===== src/rtl/ysyx_22050019_ifu.sv =====
`default_nettype none
// ============================================================================
//  Module   : ysyx_22050019_ifu
//  Brief    : Instruction fetch unit. Issues one fetch at a time to the
//             icache, selects the 32-bit instruction out of the returned
//             doubleword and hands it to decode. Redirects from the backend
//             either flush the in-flight response or retarget the PC directly.
//  Revision : 1.0  initial release
// ============================================================================
module ysyx_22050019_ifu #(
  parameter int                    ADDR_WIDTH = 64,
  parameter int                    DATA_WIDTH = 64,
  parameter logic [ADDR_WIDTH-1:0] RESET_PC   = 64'h0000_0000_8000_0000
) (
  input  logic                  clk,
  input  logic                  rst,
  // icache address channel
  output logic                  ar_valid_o,
  input  logic                  ar_ready_i,
  output logic [ADDR_WIDTH-1:0] ar_addr_o,
  // icache data channel
  input  logic                  r_data_valid_i,
  output logic                  r_data_ready_o,
  input  logic [1:0]            r_resp_i,
  input  logic [DATA_WIDTH-1:0] r_data_i,
  // backend redirect
  input  logic                  redirect_valid_i,
  input  logic [ADDR_WIDTH-1:0] redirect_pc_i,
  // decode interface
  output logic                  inst_valid_o,
  input  logic                  inst_ready_i,
  output logic [31:0]           inst_o,
  output logic [ADDR_WIDTH-1:0] pc_o,
  output logic                  fetch_err_o
);

  typedef enum logic [1:0] {
    S_AR  = 2'd0,   // presenting fetch address
    S_R   = 2'd1,   // waiting for icache data
    S_OUT = 2'd2    // holding instruction for decode
  } state_t;

  localparam logic [ADDR_WIDTH-1:0] C_PC_STEP = ADDR_WIDTH'(4);
  localparam logic [1:0]            C_RESP_OKAY = 2'b00;

  state_t                r_state;
  state_t                w_state_nxt;
  logic [ADDR_WIDTH-1:0] r_pc;
  logic [ADDR_WIDTH-1:0] w_pc_nxt;
  logic                  r_pend;
  logic                  w_pend_nxt;
  logic [ADDR_WIDTH-1:0] r_pend_pc;
  logic [ADDR_WIDTH-1:0] w_pend_pc_nxt;
  logic                  w_out_load;

  logic [31:0]           r_inst;
  logic [ADDR_WIDTH-1:0] r_pc_o;
  logic                  r_err;
  logic [31:0]           w_inst_sel;

  // Upper or lower word of the aligned doubleword, chosen by PC bit 2.
  assign w_inst_sel = r_pc[2] ? r_data_i[63:32] : r_data_i[31:0];

  // Next-state, next-PC and pending-redirect bookkeeping.
  always_comb begin
    w_state_nxt   = r_state;
    w_pc_nxt      = r_pc;
    w_pend_nxt    = r_pend;
    w_pend_pc_nxt = r_pend_pc;
    w_out_load    = 1'b0;
    case (r_state)
      S_AR: begin
        // The address must not move while offered, so a redirect here is
        // parked; the outstanding request runs to completion and is dropped.
        if (redirect_valid_i) begin
          w_pend_nxt    = 1'b1;
          w_pend_pc_nxt = redirect_pc_i;
        end
        if (ar_ready_i) begin
          w_state_nxt = S_R;
        end
      end
      S_R: begin
        if (redirect_valid_i) begin
          w_pend_nxt    = 1'b1;
          w_pend_pc_nxt = redirect_pc_i;
        end
        if (r_data_valid_i) begin
          if (r_pend || redirect_valid_i) begin
            // Stale response: discard and restart at the newest target.
            w_state_nxt = S_AR;
            w_pc_nxt    = redirect_valid_i ? redirect_pc_i : r_pend_pc;
            w_pend_nxt  = 1'b0;
          end else begin
            w_out_load  = 1'b1;
            w_state_nxt = S_OUT;
          end
        end
      end
      S_OUT: begin
        // A redirect wins over a simultaneous decode handshake.
        if (redirect_valid_i) begin
          w_pc_nxt    = redirect_pc_i;
          w_state_nxt = S_AR;
        end else if (inst_ready_i) begin
          w_pc_nxt    = r_pc + C_PC_STEP;
          w_state_nxt = S_AR;
        end
      end
      default: begin
        w_state_nxt = S_AR;
      end
    endcase
  end

  // Control state: FSM, fetch PC and pending redirect.
  always_ff @(posedge clk) begin
    if (rst) begin
      r_state   <= S_AR;
      r_pc      <= RESET_PC;
      r_pend    <= 1'b0;
      r_pend_pc <= '0;
    end else begin
      r_state   <= w_state_nxt;
      r_pc      <= w_pc_nxt;
      r_pend    <= w_pend_nxt;
      r_pend_pc <= w_pend_pc_nxt;
    end
  end

  // Instruction holding registers, loaded when an accepted response lands.
  always_ff @(posedge clk) begin
    if (rst) begin
      r_inst <= '0;
      r_pc_o <= '0;
      r_err  <= 1'b0;
    end else if (w_out_load) begin
      r_inst <= w_inst_sel;
      r_pc_o <= r_pc;
      r_err  <= (r_resp_i != C_RESP_OKAY);
    end
  end

  // All outputs come from registered state only.
  assign ar_valid_o     = (r_state == S_AR);
  assign ar_addr_o      = r_pc;
  assign r_data_ready_o = (r_state == S_R);
  assign inst_valid_o   = (r_state == S_OUT);
  assign inst_o         = r_inst;
  assign pc_o           = r_pc_o;
  assign fetch_err_o    = r_err;

endmodule
`default_nettype wire


===== config.mk =====
export PLATFORM = sky130hd
export DESIGN_NAME = ysyx_22050019_ifu
export DESIGN_NICKNAME = d
export VERILOG_FILES = /design/src/rtl/ysyx_22050019_ifu.sv
export SDC_FILE = /design/constraint.sdc
export NUM_CORES = 1
export LEC_CHECK = 0
export ABC_AREA = 1
export BUFFER_PORTS_ARGS = -buffer_cell sky130_fd_sc_hd__buf_2
export CORE_MARGIN = 1
export CORE_UTILIZATION = 40
export CTS_CLUSTER_DIAMETER = 150
export DETAILED_ROUTE_END_ITERATION = 6
export HOLD_SLACK_MARGIN = 0.03
export SKIP_LAST_GASP = 1
export SLEW_MARGIN = 5
export SYNTH_ARGS = -nofsm -noshare
export SYNTH_HDL_FRONTEND = slang
export SYNTH_SLANG_ARGS = --single-unit

===== constraint.sdc =====
create_clock -name clk -period 2 [get_ports clk]
set_input_delay 0.1 -clock clk [delete_from_list [all_inputs] [get_ports clk]]
set_output_delay 0.1 -clock clk [all_outputs]
set_load 0.03 [all_outputs]

==> results_dict.tcl, run 1 <==
set metrics [dict create \
    cpLargestDelayFamily "compound AO/OA/AOI/OAI gates" \
    status "finished with violations" \
    yosys_warnings 0 \
    finalWeightedCongestion 0.966 \
    dr_wl_met3_um 3520 \
    gr-total-overflow 0 \
    fillCellCount 2610 \
    portBuffers 299 \
    top_layer "met5" \
    drc 0 \
    synthDominantCellAreaShare 0.407 \
    vias 13000 \
    grt_pass1_vias 12200 \
    start_util 0.411 \
    root_buffer "clkbuf_16" \
    grt_max_degree 78 \
    die_area_um2 28700 \
    slew_violations 0 \
    synthFlopType "dfxtp_1" \
    clk_path_buf_depth 3 \
    cp_slowest_cell "a211oi_1" \
    hold_class "in2reg" \
    synthCells 1646 \
    worst_slack_ns -0.0312 \
    m1WireLength_um 20200 \
    wl_per_cell_um 17.8 \
    cp_max_fo 35 \
    final_cell_mix "buf_2 (299), nand2_1 (282), o21ai_0 (260)" \
    setup.worst_path.start "r_state[0]" \
    slew_headroom 0.623 \
    synth_fp_nets 1786 \
    netlist_area_um2 11200 \
    fin_nets 2234 \
    synth_area_leader_cell "dfxtp_1" \
    violations "setup timing" \
    firstDrtPassIters 5 \
    io-pin-count 300 \
    final_layout_size_suffix_gt1_frac 0.228 \
    die_y_um 169 \
    antenna_cells 0 \
    final_util 0.582 \
    clock-skew-final_ns 0.0226 \
    final_cell_area_um2 15900 \
    start_kind "flip-flop" \
    layout_commonest_cell "buf_2" \
    finalSetupViolations 1 \
    layout_min_cycle_time_ns 2.03 \
    dp_cells 2302 \
    drv_cap 0 \
    wirelength_um 44300 \
    synth.avg_cell_area_um2 6.81 \
    cp_data_required_time_ns 2.41 \
    ant_nets 0 \
    hold_viol 0 \
    die_w_um 169 \
    num_rows 60 \
    clk_latency_ns 0.55 \
    cts_tree "yes" \
    clk_pin_slew_ns 0.06 \
    final_cell_count_no_fill 2486 \
    rsz0062_at_grt "true" \
    htreeDepth 1 \
    netlist_top_cells_area "dfxtp_1 (41%), o21ai_0 (12%), nand2_1 (9.4%)" \
    grt_usage 0.301 \
    slowest_delay_ns 0.43 \
    syn2layout_area_growth_pct 41.5 \
    path_buf_inv 5 \
    route.met2.wl_um 19100 \
    dpl_cell_area_um2 13500 \
    netlist-cell-type-count 35 \
    period_share 1.02 \
    ys_ff_latch 228 \
    critPathKind "reg2reg" \
    grt_pass1_wl_um 67600 \
    antenna_found_initial 1 \
    tightest_slew_ns 0.560 \
    hp-start "rst" \
    dp_hpwl_um 31100 \
    first_iter_violations 1031 \
    p_per_area_nw_per_um2 1250 \
    viasPerCell 5.25 \
    ys_seq_area_frac 0.407 \
    crit_path_end_kind "flip-flop" \
    coreArea_um2 27300 \
    critical_path.cell_chain "inv_1, ha_1, inv_4, nor2_4, inv_2, o21bai_4, nor2_4, inv_2, buf_12, a211oi_1, a21oi_1" \
    synth-edff-count 0 \
    cellLeakagePower_nw 6.87 \
    r2r-start "r_state[0]" \
    fmax_ghz 0.492 \
    clock_sinks 228 \
    arrival_ns 2.44 \
    ir_worst_vdd_v 0.000579 \
    cts_buffers 26 \
    async_flop_share 0 \
]
-- through the flow --
step / worst slack [ns] / TNS (ns) / total power, mW / hold WS (ns)
2_1_floorplan: 0.0736 / 0 / 11.1 / 0.178
3_5_place_dp: -0.190 / -0.280 / 14.2 / 0.330
6_report: -0.0312 / -0.0312 / 19.8 / 0.0605
3_3_place_gp: -0.136 / -0.198 / 14.1 / 0.329
5_1_grt: -0.0704 / -0.389 / 20.8 / 0.0973
4_1_cts: -0.000881 / -0.000881 / 19.5 / 0.0460
-- registers in the layout, summed over array words and instances (netlist names) --
register	cells
ar_addr_o	64
fetch_err_o	1
inst_o	32
pc_o	64
r_pend	1
r_pend_pc	64
r_state	2
-- worst paths after layout --
path	endpoint	slack (ns)	depth (start not counted)
worst min-delay path	r_pend_pc[4]	0.06	4
worst max register to register	ar_addr_o[54]	-0.03	11
worst min register to register	r_pend_pc[36]	0.45	2
worst max-delay path	ar_addr_o[54]	-0.03	11
-- tightest hold or removal path, cell delays in order --
cell,delay (ns)
buf_2,0.11
inv_4,0.16
o21ai_0,0.13
nor2_1,0.04
-- final cells by class --
type / instances / area (µm²) / share of cell area
multi-input combinational: 1159 / 5640 / 0.356
sequential: 228 / 4570 / 0.288
timing repair buffer: 524 / 3700 / 0.233
clock buffer: 36 / 759 / 0.0479
inverter: 155 / 587 / 0.0370
tap: 372 / 465 / 0.0293
clock inverter: 12 / 141 / 0.00891
-- Yosys cell counts (11+ instances only) --
| cell | number |
|---|---|
| nor2_1 | 176 |
| inv_1 | 146 |
| buf_2 | 27 |
| o21ai_0 | 262 |
| a31oi_1 | 42 |
| nor2_2 | 11 |
| nand4_1 | 12 |
| nor3_1 | 39 |
| dfxtp_1 | 228 |
| a211oi_1 | 48 |
| clkbuf_1 | 66 |
| a21oi_1 | 153 |
| nand2_1 | 282 |
| buf_4 | 11 |
| nand3_1 | 85 |
-- layer usage --
layer  GRT usage  vias to the layer above
met5           0                        -
met4       0.105                        2
met3      0.0623                       74
met2       0.460                      555
met1       0.419                     5982
li1            -                     6436
-- where the power goes --
part	switching [mW]	leakage, nW	internal, mW
sequential	0.856	1.87	5.57
combinational	5.46	4.56	2.82
clock	2.00	0.448	3.04
-- cell families (layout without fill, tap and decap cells) --
group,after synthesis,count (layout),share of synthesized area
buffers and inverters,259,727,0.0936
XOR/XNOR,5,5,0.00391
adder cells (fa/ha/maj),4,4,0.00446
AO/OA/AOI/OAI,522,522,0.252
AND/OR/NAND/NOR,628,628,0.239
flip-flops,228,228,0.407
-- repair_timing --
item | CTS | global route
endpoints found under the hold margin | 145 | 0
gates resized for setup | 2 | 11
pin swaps | 0 | 2
buffers inserted | 0 | 2
gates cloned | 0 | 1
hold buffers | 133 | 0
setup endpoints to repair | 2 | 37
Power figures use the tool's default switching activity.
==> inputs of run 2 (changes only) <==
--- a/config.mk
+++ b/config.mk
@@ -17,3 +17,4 @@
 export SYNTH_ARGS = -nofsm -noshare
 export SYNTH_HDL_FRONTEND = slang
 export SYNTH_SLANG_ARGS = --single-unit
+export TNS_END_PERCENT = 50
==> run 2 against run 1 <==
Effect of this change:
- the run ends with DRC left
- global-route usage did not move
- via count is essentially flat
- combinational power rose by 2%
- non-clock buffer count did not move
- largest cell class unchanged
==> results_dict.tcl, run 2 (synthesized netlist as in run 1, its figures left out) <==
set metrics [dict create \
    status "finished with violations" \
    violations "DRC" \
    drc 5 \
    path_buf_inv 5 \
    hold_class "in2reg" \
    dp_cells 2302 \
    worst_slack_ns 0.0729 \
    final_cell_area_um2 15900 \
    power_switching_mw 8.38 \
    ff2ff_setup_slack_ns 0.07 \
    setup.worst_path.start "r_state[0]" \
    path_depth 11 \
    finalWeightedCongestion 0.966 \
    critPathKind "reg2reg" \
    final_layout_size_suffix_gt1_frac 0.232 \
    antenna_found_initial 1 \
    rsz0062_at_grt "true" \
    ant_nets 0 \
    first_iter_violations 1048 \
    p_per_area_nw_per_um2 1250 \
    dpl_cell_area_um2 13500 \
    clock_sinks 228 \
    cts_tree "yes" \
    ir_worst_vdd_v 0.000579 \
    crit_end "ar_addr_o[32]" \
    layout_min_cycle_time_ns 1.93 \
    finalSetupViolations 0 \
    fmax_ghz 0.519 \
    report.power.total_mw 19.9 \
    clk_latency_ns 0.55 \
    clk_pin_slew_ns 0.07 \
    grt_pass1_vias 12200 \
    crit_path_end_kind "flip-flop" \
    final_cell_mix "buf_2 (299), nand2_1 (282), o21ai_0 (262)" \
    final_cell_count_no_fill 2486 \
    htreeDepth 1 \
    syn2layout_area_growth_pct 41.9 \
    p_int_mw 11.5 \
    clock-skew-final_ns 0.0205 \
    critical_path.cell_chain "inv_2, ha_2, inv_4, nor2_4, inv_2, o21bai_4, nor2_4, inv_4, buf_12, a211oi_2, a21oi_1" \
    wirelength_um 44500 \
    wl_per_cell_um 17.9 \
    cts_buffers 26 \
    die_y_um 169 \
    fin_nets 2234 \
    cp_max_fo 18 \
    portBuffers 299 \
    cpLargestDelayFamily "compound AO/OA/AOI/OAI gates" \
    viasPerCell 5.25 \
    vias 13100 \
    coreArea_um2 27300 \
    layout_commonest_cell "buf_2" \
    firstDrtPassIters 7 \
    io-pin-count 300 \
    num_rows 60 \
    cp_slowest_cell "a211oi_2" \
    fin_hold_ws_ns 0.0627 \
    fillCellCount 2609 \
    cp_data_required_time_ns 2.42 \
    hold_viol 0 \
    grt_usage 0.301 \
    drv_cap 0 \
    dp_slack_ns -0.190 \
    gr-max-usage-layer "met2" \
    grt_max_degree 78 \
    seqPwrFrac 0.324 \
    antenna_cells 0 \
    p_clk_frac 0.253 \
    r2r-start "r_state[0]" \
    start_util 0.411 \
    use_met2 0.460 \
    timing.rr.end "ar_addr_o[32]" \
    slew_headroom 0.601 \
    period_share 0.964 \
    die_area_um2 28700 \
    swShare 0.421 \
    gr-usage-met3 0.0623 \
    grt_pass1_wl_um 67600 \
    clk_path_buf_depth 3 \
    slowest_delay_ns 0.37 \
    cellLeakagePower_nw 6.89 \
    dp_hpwl_um 31100 \
    arrival_ns 2.34 \
    grt_util_met1 0.419 \
    start_kind "flip-flop" \
    gr-total-overflow 0 \
    tightest_slew_ns 0.592 \
    root_buffer "clkbuf_16" \
    comb_power_share 0.423 \
    die_w_um 169 \
    worstRegToRegCells 11 \
    slew_violations 0 \
]
-- run 2: cell count changes in the layout (fill, tap and decap cells not counted), sizes merged --
| cell | previous run | this run |
|---|---|---|
| buf | 390 | 389 |
| clkbuf | 37 | 38 |
-- run 2: metal layers --
layer	up-vias	routed length (µm)	share of wire
li1	6429	-	-
met1	5986	20500	0.46
met2	553	19100	0.43
met3	80	3460	0.078
met4	2	1390	0.031
met5	-	13	0.00029
-- run 2: what timing repair did --
action | in CTS | in global routing
hold buffers | 133 | 0
gates resized for setup | 1 | 19
setup buffers | 0 | 1
hold endpoints to repair | 145 | 0
gates cloned | 0 | 2
setup endpoints to repair | 2 | 37
pin swaps | 0 | 4
-- run 2: worst min-delay path: stages --
cell and delay, ns:
buf_2 0.11, inv_4 0.16, o21ai_0 0.13, nor2_1 0.04
-- run 2: per-stage QoR --
stage | setup TNS (ns) | util
finish | 0 | 0.584
global route | -0.0331 | 0.584
CTS | -0.101 | 0.579
detailed placement | -0.280 | 0.497
global placement | -0.198 | 0.497
floorplan | 0 | -
-- run 2: final cells by class --
type,count,area (µm²),share of cell area
Clock buffer,36,759,0.0477
Sequential cell,228,4570,0.287
Clock inverter,12,141,0.00889
Multi-Input combinational cell,1159,5670,0.356
Inverter,155,589,0.0370
Tap cell,372,465,0.0293
Timing Repair Buffer,524,3720,0.234
-- run 2: worst min-delay path by stage --
stage                     depth (start not counted)             to  slack [ns]      startpoint
after CTS                                         4        pc_o[3]        0.05             rst
after floorplan                                   1         r_pend        0.18             rst
after detailed placement                          2         r_pend        0.33  r_data_valid_i
after global placement                            2         r_pend        0.33  r_data_valid_i
after global routing                              3  ar_addr_o[18]         0.1             rst
final                                             4   r_pend_pc[4]        0.06             rst
-- run 2: power by group through the flow --
stage | clock network, mW | logic [mW] | registers, mW
after floorplan | 0 | 3.69 | 7.43
after global placement | 0 | 7.63 | 6.47
after detailed placement | 0 | 7.71 | 6.49
after CTS | 5.11 | 7.94 | 6.40
after global routing | 5.28 | 9.13 | 6.56
final | 5.04 | 8.42 | 6.44
==> inputs of run 3 (changes only) <==
--- a/config.mk
+++ b/config.mk
@@ -5,13 +5,13 @@
 export SDC_FILE = /design/constraint.sdc
 export NUM_CORES = 1
 export LEC_CHECK = 0
-export ABC_AREA = 1
 export BUFFER_PORTS_ARGS = -buffer_cell sky130_fd_sc_hd__buf_2
 export CORE_MARGIN = 1
 export CORE_UTILIZATION = 40
 export CTS_CLUSTER_DIAMETER = 150
 export DETAILED_ROUTE_END_ITERATION = 6
 export HOLD_SLACK_MARGIN = 0.03
+export REMOVE_ABC_BUFFERS = 1
 export SKIP_LAST_GASP = 1
 export SLEW_MARGIN = 5
 export SYNTH_ARGS = -nofsm -noshare
==> run 3 against run 2 <==
Effect of this change:
- the flow finishes with violations (setup timing)
- design area is 8.6% higher
- count of clock-buffer cells in the layout grew 2
- synthesized area fell by 2.4%
- sequential share of layout area decreased by 2.1 points
- largest cell class unchanged
==> results_dict.tcl, run 3 <==
set metrics [dict create \
    fillCellCount 2286 \
    synth.avg_cell_area_um2 7.51 \
    hold_class "in2reg" \
    period_share 1.27 \
    synthCells 1457 \
    crit_path_end_kind "flip-flop" \
    viasPerCell 5.57 \
    arrival_ns 3.00 \
    synth.most_common_cell "nand2_1" \
    synthDominantCellAreaShare 0.417 \
    yosys_warnings 0 \
    layout_min_cycle_time_ns 2.54 \
    die_area_um2 28000 \
    slew_violations 0 \
    fin_hold_ws_ns 0.0185 \
    clk_pin_slew_ns 0.06 \
    final_cell_count_no_fill 2369 \
    multi_input_area_um2 6370 \
    grt_usage 0.294 \
    synth-edff-count 0 \
    antenna_found_initial 1 \
    finalWeightedCongestion 0.907 \
    ys_ff_latch 228 \
    cts_buffers 26 \
    hold_path_depth 3 \
    num_rows 60 \
    async_flop_share 0 \
    synthFlopType "dfxtp_1" \
    clk_path_buf_depth 3 \
    grt_max_degree 121 \
    vias 13200 \
    critPathKind "reg2reg" \
    grt_pass1_vias 12300 \
    coreArea_um2 26900 \
    netlist_top_cells_area "dfxtp_1 (42%), nand2_1 (12%), a21oi_1 (10%)" \
    violations "setup timing" \
    hold_viol 0 \
    syn2layout_area_growth_pct 57.8 \
    final_cell_area_um2 17300 \
    clock_sinks 228 \
    slew_headroom 0.618 \
    dp_slack_ns -0.734 \
    seqPwrFrac 0.387 \
    hp-start "r_data_i[61]" \
    wirelength_um 44300 \
    gr-total-overflow 0 \
    cellLeakagePower_nw 7.30 \
    synth_top_cells_by_count "nand2_1 (347), dfxtp_1 (228), a21oi_1 (218)" \
    report.power.total_mw 12.9 \
    dp_hpwl_um 27200 \
    clk_latency_ns 0.53 \
    ys_seq_area_frac 0.417 \
    finalSetupViolations 39 \
    final_cell_mix "nand2_1 (341), buf_2 (299), a21oi_1 (212)" \
    clock-skew-final_ns 0.0116 \
    die_y_um 167 \
    synth_area_leader_cell "dfxtp_1" \
    wl_per_cell_um 18.7 \
    comb_power_share 0.219 \
    netlist_area_um2 10900 \
    final_layout_size_suffix_gt1_frac 0.336 \
    finalSetupTns_ns -7.39 \
    timing.rr.end "ar_addr_o[58]" \
    die_w_um 167 \
    p_per_area_nw_per_um2 744 \
    worstRegToRegCells 6 \
    min_to "inst_o[29]" \
    drv_cap 0 \
    grt_pass1_wl_um 66900 \
    htreeDepth 1 \
    cp_max_fo 2 \
    dp_cells 2136 \
    fin_nets 2148 \
    worst_slack_ns -0.538 \
    drc 0 \
    tightest_slew_ns 0.573 \
    p_int_mw 9.08 \
    layout_commonest_cell "nand2_1" \
    cts_tree "yes" \
    ff2ff_setup_slack_ns -0.54 \
    power_switching_mw 3.78 \
    swShare 0.294 \
    dpl_cell_area_um2 13800 \
    start_kind "flip-flop" \
    cp_data_required_time_ns 2.46 \
    ant_nets 0 \
    final_util 0.643 \
    p_clk_frac 0.394 \
    netlist-cell-type-count 69 \
    firstDrtPassIters 5 \
    status "finished with violations" \
    io-pin-count 300 \
    r2r-start "ar_addr_o[26]" \
    portBuffers 299 \
    fmax_ghz 0.394 \
    start_util 0.407 \
    final-seq-area_um2 4590 \
    root_buffer "clkbuf_16" \
    first_iter_violations 1081 \
    rsz0062_at_grt "true" \
    ir_worst_vdd_v 0.000550 \
]
-- run 3: layout make-up --
type                            count  area share
Sequential cell                   228       0.266
Timing Repair Buffer              644       0.283
Inverter                           21     0.00471
Clock buffer                       38      0.0456
Tap cell                          341      0.0247
Antenna cell                        1    0.000145
Clock inverter                      9     0.00695
Multi-Input combinational cell   1087       0.369
-- run 3: metal layers --
metal  routed length [µm]  global-route usage  vias to the layer above
li1                     -                   -                     6272
met1                19100               0.389                     6286
met2                21100               0.497                      555
met3                 3030              0.0409                       81
met4                 1090              0.0862                        0
met5                    0                   0                        -
-- run 3: cell families (layout without fill, tap and decap cells) --
family	after synthesis	in the layout	share of synthesized area
compound gates	425	425	0.229
mux	43	43	0.0394
flops	228	228	0.417
fa+ha+maj	4	4	0.00457
buf+inv	142	712	0.0536
other cells	0	1	0
simple gates	615	615	0.257
-- run 3: how the worst max path moves through the flow --
stage / start / to / depth (start not counted)
finish: ar_addr_o[26] / ar_addr_o[58] / 6
global route: ar_addr_o[3] / ar_addr_o[58] / 7
floorplan: r_state[0] / ar_addr_o[46] / 7
global placement: ar_addr_o[2] / ar_addr_o[35] / 7
CTS: ar_addr_o[3] / ar_addr_o[58] / 7
detailed placement: ar_addr_o[2] / ar_addr_o[35] / 7
-- run 3: power groups by stage --
stage	registers (mW)	clock network, mW	logic (mW)
5_1_grt	5.00	5.33	3.00
2_1_floorplan	5.42	0	0.836
3_5_place_dp	5.05	0	2.29
3_3_place_gp	5.04	0	2.26
6_report	4.97	5.07	2.81
4_1_cts	4.96	5.13	2.59
-- run 3: what timing repair did --
| action | 4_1_cts | 5_1_grt |
|---|---|---|
| pin swaps | 26 | 55 |
| setup buffers | 25 | 24 |
| hold endpoints to repair | 150 | 0 |
| cloned | 1 | 5 |
| gates resized for setup | 73 | 115 |
| endpoints found under the setup margin | 52 | 126 |
| hold buffers | 133 | 0 |
-- run 3: critical path, cell delays in order (launching register included) --
cell and delay, ns:
dfxtp_1 0.36, nand4_1 0.12, or2_1 0.27, or4_4 0.52, or4b_4 0.54, or4_1 0.51
a31oi_1 0.13
